## config.mk

```make
export PLATFORM = sky130hd
export DESIGN_NAME = fetch_stage
export DESIGN_NICKNAME = d
export VERILOG_FILES = /design/src/rtl/fetch_stage.sv
export SDC_FILE = /design/constraint.sdc
export NUM_CORES = 1
export LEC_CHECK = 0
export ABC_AREA = 0
export BUFFER_PORTS_ARGS = -buffer_cell sky130_fd_sc_hd__buf_4
export CORE_MARGIN = 2
export CORE_UTILIZATION = 25
export CTS_BUF_LIST = sky130_fd_sc_hd__clkbuf_4 sky130_fd_sc_hd__clkbuf_8
export DETAILED_ROUTE_END_ITERATION = 16
export PLACE_DENSITY = 0.52
export SLEW_MARGIN = 10
export SYNTH_ARGS = -nofsm -noshare
export SYNTH_HDL_FRONTEND = slang
export SYNTH_SLANG_ARGS = --single-unit
```

## constraint.sdc

```tcl
create_clock -name Clk -period 2.2 [get_ports Clk]
set_input_delay 0.22 -clock Clk [delete_from_list [all_inputs] [get_ports Clk]]
set_output_delay 0.22 -clock Clk [all_outputs]
set_load 0.02 [all_outputs]
```

## src/rtl/fetch_stage.sv

```systemverilog
// PC register plus IF/ID pipeline register; drives instruction-memory address, captures word and PC+4.
// Optional perf counters (FetchCount/BubbleCount) compiled in with FETCH_PERF_COUNT_EN.
module fetch_stage #(
  parameter logic [31:0] RESET_PC = 32'h0000_0000,
  parameter logic [31:0] NOP_WORD = 32'h0000_0000
) (
  input  logic        Clk,
  input  logic        Rst,
  input  logic        Stall,
  input  logic        Flush,
  input  logic        RedirectEn,
  input  logic [31:0] RedirectPC,
  output logic [31:0] InstrAddr,
  input  logic [31:0] InstrIn,
  output logic [31:0] IFID_Instr,
  output logic [31:0] IFID_PCPlus4,
`ifdef FETCH_PERF_COUNT_EN
  output logic [31:0] FetchCount,
  output logic [31:0] BubbleCount,
`endif
  output logic        IFID_Valid
);

  typedef struct packed {
    logic [31:0] instr;
    logic [31:0] pc_plus4;
    logic        valid;
  } ifid_t;

  localparam logic [31:0] ALIGN_MASK = 32'hFFFF_FFFC;
  localparam ifid_t       BUBBLE     = '{instr: NOP_WORD, pc_plus4: 32'h0, valid: 1'b0};

  logic [31:0] pc;
  logic [31:0] pc_plus4;
  ifid_t       ifid;
  logic        kill;
  logic        load;

  assign pc_plus4 = pc + 32'd4;
  // A redirect squashes the in-flight fetch exactly like a flush.
  assign kill     = Flush | RedirectEn;
  assign load     = ~kill & ~Stall;

  always_ff @(posedge Clk or negedge Rst) begin
    if (!Rst)            pc <= RESET_PC & ALIGN_MASK;
    else if (RedirectEn) pc <= RedirectPC & ALIGN_MASK;
    else if (!Stall)     pc <= pc_plus4;
  end

  always_ff @(posedge Clk or negedge Rst) begin
    if (!Rst)      ifid <= BUBBLE;
    else if (kill) ifid <= BUBBLE;
    else if (load) ifid <= '{instr: InstrIn, pc_plus4: pc_plus4, valid: 1'b1};
  end

`ifdef FETCH_PERF_COUNT_EN
  logic [31:0] fetch_cnt;
  logic [31:0] bubble_cnt;

  always_ff @(posedge Clk or negedge Rst) begin
    if (!Rst) begin
      fetch_cnt  <= '0;
      bubble_cnt <= '0;
    end else begin
      if (load) fetch_cnt  <= fetch_cnt + 32'd1;
      if (kill) bubble_cnt <= bubble_cnt + 32'd1;
    end
  end

  assign FetchCount  = fetch_cnt;
  assign BubbleCount = bubble_cnt;
`endif

  assign InstrAddr    = pc;
  assign IFID_Instr   = ifid.instr;
  assign IFID_PCPlus4 = ifid.pc_plus4;
  assign IFID_Valid   = ifid.valid;

endmodule

```

==> results.md, run 1 <==
- Status: finished, final reports clean
- Post-synthesis cell type count: 43
- Max-cap violation count: 0
- Via count: 4,609
- Synth Area per Inst: 9.37 um^2
- CTS tree: yes
- CP required: 2.49 ns
- Total wire length: 15.9 mm
- Startpoint Class: register
- Buf/Inv on CP: 1
- CTS sink count: 93
- Worst VDD drop: 292 uV
- Adder-cell share of the synthesized area: 0.00258
- Vias/cell: 4.86
- Power per cell area: 610 nW/um^2
- Util after Layout: 0.358
- Final Critical Period: 2.09 ns
- Largest net degree at the start of global routing: 56
- Final nets: 755
- Combinational family with the most area after synthesis: simple AND/OR/NAND/NOR gates
- Hold endpoint: InstrAddr[30]
- Multi-input gate area: 2300 um^2
- Internal reg-to-reg setup slack: 0.11 ns
- Worst setup path category: register to register
- Post-synthesis register bit count: 93
- Worst slew margin: 0.517
- Critical Path AT: 2.38 ns
- Crit-path cells: nand4_1 > buf_4 > or4_1 > or4_1 > a31oi_1
- # diodes: 0
- Clock Tree Root: clkbuf_8
- Simple-Gate Fraction of Synth Area: 0.216
- M1 WL: 7.15 mm
- Routed wl met3: 950 um
- R2R cell count: 5
- Core Region: 18,800 um^2
- P&R area growth vs syn: 39.3%
- Port Buf Inserts: 159
- Crit end category: register
- Final setup fails: 0
- Vias in the first global route: 4,614
- Worst hold path type: primary input to register
- Largest area contributor in the netlist: dfrtp_1
- Critical path depth in cells: 5
- Top sig layer: met4
- Routability cong.: 0.836
- Crit Path Max Fanout: 6
- Fin. max-slew vios: 0
- Crit path from: InstrAddr[10]
- Final TNS setup: 0 ns
- Total gr overflow: 0
- Clk_lat worst skew: 0.37 ns
- CP top delay family: simple AND/OR/NAND/NOR gates
- Most numerous cell in the Yosys netlist: dfrtp_1
- FF-to-FF End: InstrAddr[31]
- H-tree depth: 3
- Setup bufs post-CTS: 0
- Routed len/inst: 16.8 um
- Post-synth top cells: 93 x dfrtp_1, 56 x nor2_1, 44 x o21ai_0
- IO Pins: 166
- Initial antenna violation count: 0
- Final hold viol count: 0
- Worst r2r src: InstrAddr[10]
- Antenna Violating Nets Remaining: 0
- EDFF count, synth: 0
- Site Rows: 50
- Layout cells sized above 1: 0.334
- Compound-Gate Fraction of Synth Area: 0.140
- Asr flop ratio synth: 1.00
- Num CTS Buffers: 9
- Most frequent CP cell: or4_1
- Yosys warning count: 0
- Wire length on met2: 7.53 mm
- Hold path start: RedirectPC[30]
- DR iter-0 viols: 262
- Mux cell area share after synthesis: 0.0661
- Unrepaired setup endpoints after global routing: no
- Leakage: 3.03 nW
- Slowest stage delay, CP: 0.54 ns
- Die H: 143 um
- Post-synthesis xor/xnor area fraction: 0.0452
- First-pass GRT wire length: 24.9 mm
- Clk buf depth: 2
- Syn Std Cell Area: 4840 um^2
- Filler instances: 1,955
- Max frequency: 0.479 GHz
- Register Area: 2330 um^2
- Sequential area share after synthesis: 0.480
- Starting density of the core: 0.257
- Worst-path clk slew: 0.09 ns
- Hpwl dp: 11.8 mm
- Crit share post-route: 0.948
- Top-area cell type share of the netlist area: 0.480
- Actual slew at the worst max-slew pin: 0.718 ns
- Drt first pass iters: 4
- Die Wd: 143 um
- Clk_skew: 0.00977 ns
- Die area: 20,500 um^2
- WHS Path Cells: 3
- Largest cells by area after synthesis: dfrtp_1 48%, mux2i_1 6.6%, o21ai_0 4.5%
- Synthesized instance count: 517
- Post-route DRC: 0
- Slowest library cell on the worst path: or4_1
- Ys flop type: dfrtp_1
- Total Routing Usage GR: 0.157
[metrics by stage]
step | total power [mW] | hold WS (ns) | instance area, um^2 | cells | setup WS (ns)
after floorplan | 2.39 | -0.0756 | 4860 | 520 | 0.0744
after global placement | 2.85 | 0.234 | 6510 | 933 | 0.156
after detailed placement | 2.86 | 0.230 | 6510 | 933 | 0.0793
after CTS | 4.19 | 0.0237 | 6730 | 949 | 0.0597
after global routing | 4.35 | 0.0204 | 6750 | 949 | 0.0284
final | 4.12 | 0.0518 | 6750 | 949 | 0.114
[area by class of cell]
class,count,share of cell area
inverter,6,0.00334
clock inverter,4,0.0108
multi-input combinational,372,0.341
sequential,93,0.345
timing repair buffer,203,0.230
clock buffer,11,0.0215
tap,260,0.0482
[cell families after synthesis]
group / Yosys count
mux: 32
fa+ha+maj: 1
other cells: 1
buf+inv: 55
simple gates: 197
compound gates: 113
xor+xnor: 25
flops: 93
[worst register-to-register path, delay by kind of cell, from the launching register on]
| kind | cells | cell delay, ns |
|---|---|---|
| AO/OA/AOI/OAI | 1 | 0.17 |
| buffers and inverters | 1 | 0.25 |
| flip-flops | 1 | 0.36 |
| AND/OR/NAND/NOR | 3 | 1.23 |
[report_power, final]
part / internal [mW] / switching (mW)
registers: 1.80 / 0.0944
logic: 0.399 / 0.520
clock network: 0.677 / 0.623
total: 2.88 / 1.24
[cell usage in the layout (no fill, tap or decap), types with 2 or more instances in the layout]
cell type	count
conb_1	4
mux2i_1	32
nand3b_1	2
buf_12	2
a211oi_1	3
nand4b_1	3
and4_1	4
nand3_1	12
a31oi_1	27
bufinv_16	2
or3_1	9
clkbuf_8	10
buf_4	200
a21oi_1	15
and3_1	4
nor2b_1	2
nor4_1	11
o41ai_1	3
o21ai_0	44
dfrtp_1	92
inv_1	5
xnor2_1	19
or4_1	21
nand3_2	2
nor3_1	12
o31ai_1	16
nand4_1	12
nand2b_1	3
nand2_1	35
or2_2	5
nor2_1	56
xor2_1	6
[flip-flops by register name, summed over array words and instances (netlist names)]
register      count
IFID_Instr       32
IFID_PCPlus4     30
InstrAddr        30
IFID_Valid        1
[worst max path at each step]
stage,endpoint,slack [ns]
after global routing,IFID_PCPlus4[31],0.03
after CTS,IFID_PCPlus4[20],0.06
after global placement,IFID_PCPlus4[20],0.16
final,InstrAddr[31],0.11
after floorplan,InstrAddr[26],0.07
after detailed placement,IFID_PCPlus4[20],0.08
[what timing repair did]
action | 4_1_cts | 5_1_grt
endpoints found under the hold margin | 35 | 0
hold buffers | 1 | 0
setup endpoints to repair | 0 | 9
gates resized for setup | 0 | 4
[routing by layer]
layer,vias to the layer above,GRT usage
met2,131,0.253
li1,2211,-
met5,-,0
met3,20,0.0309
met4,0,0.0505
met1,2247,0.211
No activity file was read; power rests on OpenSTA's default activity.
==> run 2, diff against run 1 <==
--- a/config.mk
+++ b/config.mk
@@ -7,11 +7,13 @@
 export LEC_CHECK = 0
 export ABC_AREA = 0
 export BUFFER_PORTS_ARGS = -buffer_cell sky130_fd_sc_hd__buf_4
+export CELL_PAD_IN_SITES_DETAIL_PLACEMENT = 0
+export CELL_PAD_IN_SITES_GLOBAL_PLACEMENT = 2
 export CORE_MARGIN = 2
 export CORE_UTILIZATION = 25
 export CTS_BUF_LIST = sky130_fd_sc_hd__clkbuf_4 sky130_fd_sc_hd__clkbuf_8
 export DETAILED_ROUTE_END_ITERATION = 16
-export PLACE_DENSITY = 0.52
+export PLACE_DENSITY = 0.76
 export SLEW_MARGIN = 10
 export SYNTH_ARGS = -nofsm -noshare
 export SYNTH_HDL_FRONTEND = slang
==> results.md, run 2 (synthesized netlist as in run 1, its figures left out) <==
- Final TNS setup: 0 ns
- Antenna Violating Nets Remaining: 0
- Routability cong.: 0.794
- Port Buf Inserts: 159
- P&R area growth vs syn: 39.7%
- Clock Tree Root: clkbuf_8
- Clk buf depth: 2
- Max-cap violation count: 0
- Unrepaired setup endpoints after global routing: no
- Worst setup path category: register to register
- CTS sink count: 93
- DR iter-0 viols: 242
- Internal power: 3.08 mW
- Startpoint Class: register
- Drt first pass iters: 4
- Most common cell after layout, fill and taps aside: buf_4
- Die area: 20,500 um^2
- Starting density of the core: 0.257
- Filler instances: 1,928
- Buf/Inv on CP: 2
- Routed len/inst: 17.2 um
- Clk_lat worst skew: 0.38 ns
- Initial antenna violation count: 0
- Net load switching power: 1.29 mW
- Worst hold path type: primary input to register
- R2R cell count: 6
- Hpwl dp: 12.2 mm
- Status: finished, final reports clean
- Final setup fails: 0
- Total Routing Usage GR: 0.159
- Crit end category: register
- Worst-path clk slew: 0.10 ns
- CP required: 2.47 ns
- Power per cell area: 646 nW/um^2
- Largest net degree at the start of global routing: 57
- Layout cells sized above 1: 0.329
- Post-place setup slack: 0.174 ns
- Max reg flops: 32
- Critical path depth in cells: 6
- Worst r2r src: InstrAddr[19]
- Crit-path cells: nand4_1 > buf_4 > nor4_1 > buf_4 > a21oi_1 > or3_1
- Total wire length: 16.3 mm
- Combinational fraction of design power: 0.212
- H-tree depth: 3
- Fin. max-slew vios: 0
- Critical path capture point: InstrAddr[28]
- Slowest stage delay, CP: 0.45 ns
- Sw frac: 0.295
- Vias/cell: 4.77
- Post-route DRC: 0
- Worst slew margin: 0.512
- Setup bufs post-CTS: 0
- Num CTS Buffers: 9
- CP top delay family: simple AND/OR/NAND/NOR gates
- Internal reg-to-reg setup slack: 0.18 ns
- FF-to-FF End: InstrAddr[28]
- Critical Path AT: 2.29 ns
- Most frequent cells in the layout: 200 x buf_4, 93 x dfrtp_1, 56 x nor2_1
- Clock power frac: 0.354
- Vias in the first global route: 4,498
- Worst VDD drop: 279 uV
- Actual slew at the worst max-slew pin: 0.725 ns
- Crit share post-route: 0.918
- CTS tree: yes
- Via count: 4,524
- Sequential share of power: 0.433
- # diodes: 0
- Total gr overflow: 0
- Crit path from: InstrAddr[19]
- IO Pins: 166
- First-pass GRT wire length: 25.0 mm
- Final hold viol count: 0
- Crit Path Max Fanout: 7
- Most frequent CP cell: buf_4
- Final Critical Period: 2.02 ns
- Max frequency: 0.495 GHz
- Die H: 143 um
- Leakage: 3.05 nW
- Worst Slack Setup Final: 0.180 ns
- Core Region: 18,800 um^2
- Die Wd: 143 um
- Slowest library cell on the worst path: dfrtp_1
- Hold_ws: 0.0374 ns
- Site Rows: 50
- Clk_skew: 0.00769 ns
- Final nets: 754
==> run 2: final cells by class <==
cell class / count / area (um^2) / share of cell area
Inverter: 6 / 22.5 / 0.00333
Clock buffer: 9 / 124 / 0.0183
Sequential cell: 93 / 2330 / 0.344
Multi-Input combinational cell: 372 / 2290 / 0.339
Tap cell: 260 / 325 / 0.0481
Clock inverter: 7 / 145 / 0.0214
Timing Repair Buffer: 202 / 1530 / 0.226
==> run 2: per-stage QoR <==
| stage | instance area, um^2 | util | total power, mW | std cells |
|---|---|---|---|---|
| 3_5_place_dp | 6490 | 0.344 | 2.87 | 932 |
| 3_3_place_gp | 6490 | 0.344 | 2.85 | 932 |
| 6_report | 6770 | 0.359 | 4.37 | 949 |
| 4_1_cts | 6770 | 0.359 | 4.42 | 949 |
| 2_1_floorplan | 4860 | - | 2.39 | 520 |
| 5_1_grt | 6770 | 0.359 | 4.57 | 949 |
==> run 2: worst reg2reg max path, delay by kind of cell, from the launching register on <==
family | cells | cell delay (ns)
AO/OA/AOI/OAI | 1 | 0.06
buffers and inverters | 2 | 0.44
flip-flops | 1 | 0.45
AND/OR/NAND/NOR | 3 | 0.95
==> run 2: metal layers <==
metal	share of wire	vias up	track usage
li1	-	2208	-
met2	0.48	114	0.258
met5	0	-	0
met4	0.028	0	0.0584
met3	0.054	23	0.0285
met1	0.44	2179	0.211
==> run 2: how the worst min path moves through the flow <==
stage,cells after the start,startpoint,to
6_report,3,RedirectPC[2],InstrAddr[2]
5_1_grt,3,RedirectPC[2],InstrAddr[2]
4_1_cts,3,RedirectPC[5],InstrAddr[5]
3_5_place_dp,1,Rst,IFID_Instr[7]
3_3_place_gp,1,Rst,IFID_Instr[7]
2_1_floorplan,0,Rst,IFID_Instr[0]
==> run 2: what timing repair did <==
action,in CTS,in global routing
endpoints found under the setup margin,0,1
endpoints found under the hold margin,37,0
hold buffers,1,0
gates resized for setup,0,1
==> run 2: power by group through the flow <==
stage	Combinational, mW	Clock, mW	Sequential [mW]
2_1_floorplan	0.350	0	2.04
3_3_place_gp	0.926	0	1.93
3_5_place_dp	0.937	0	1.93
4_1_cts	0.941	1.58	1.90
5_1_grt	1.01	1.65	1.91
6_report	0.929	1.55	1.90
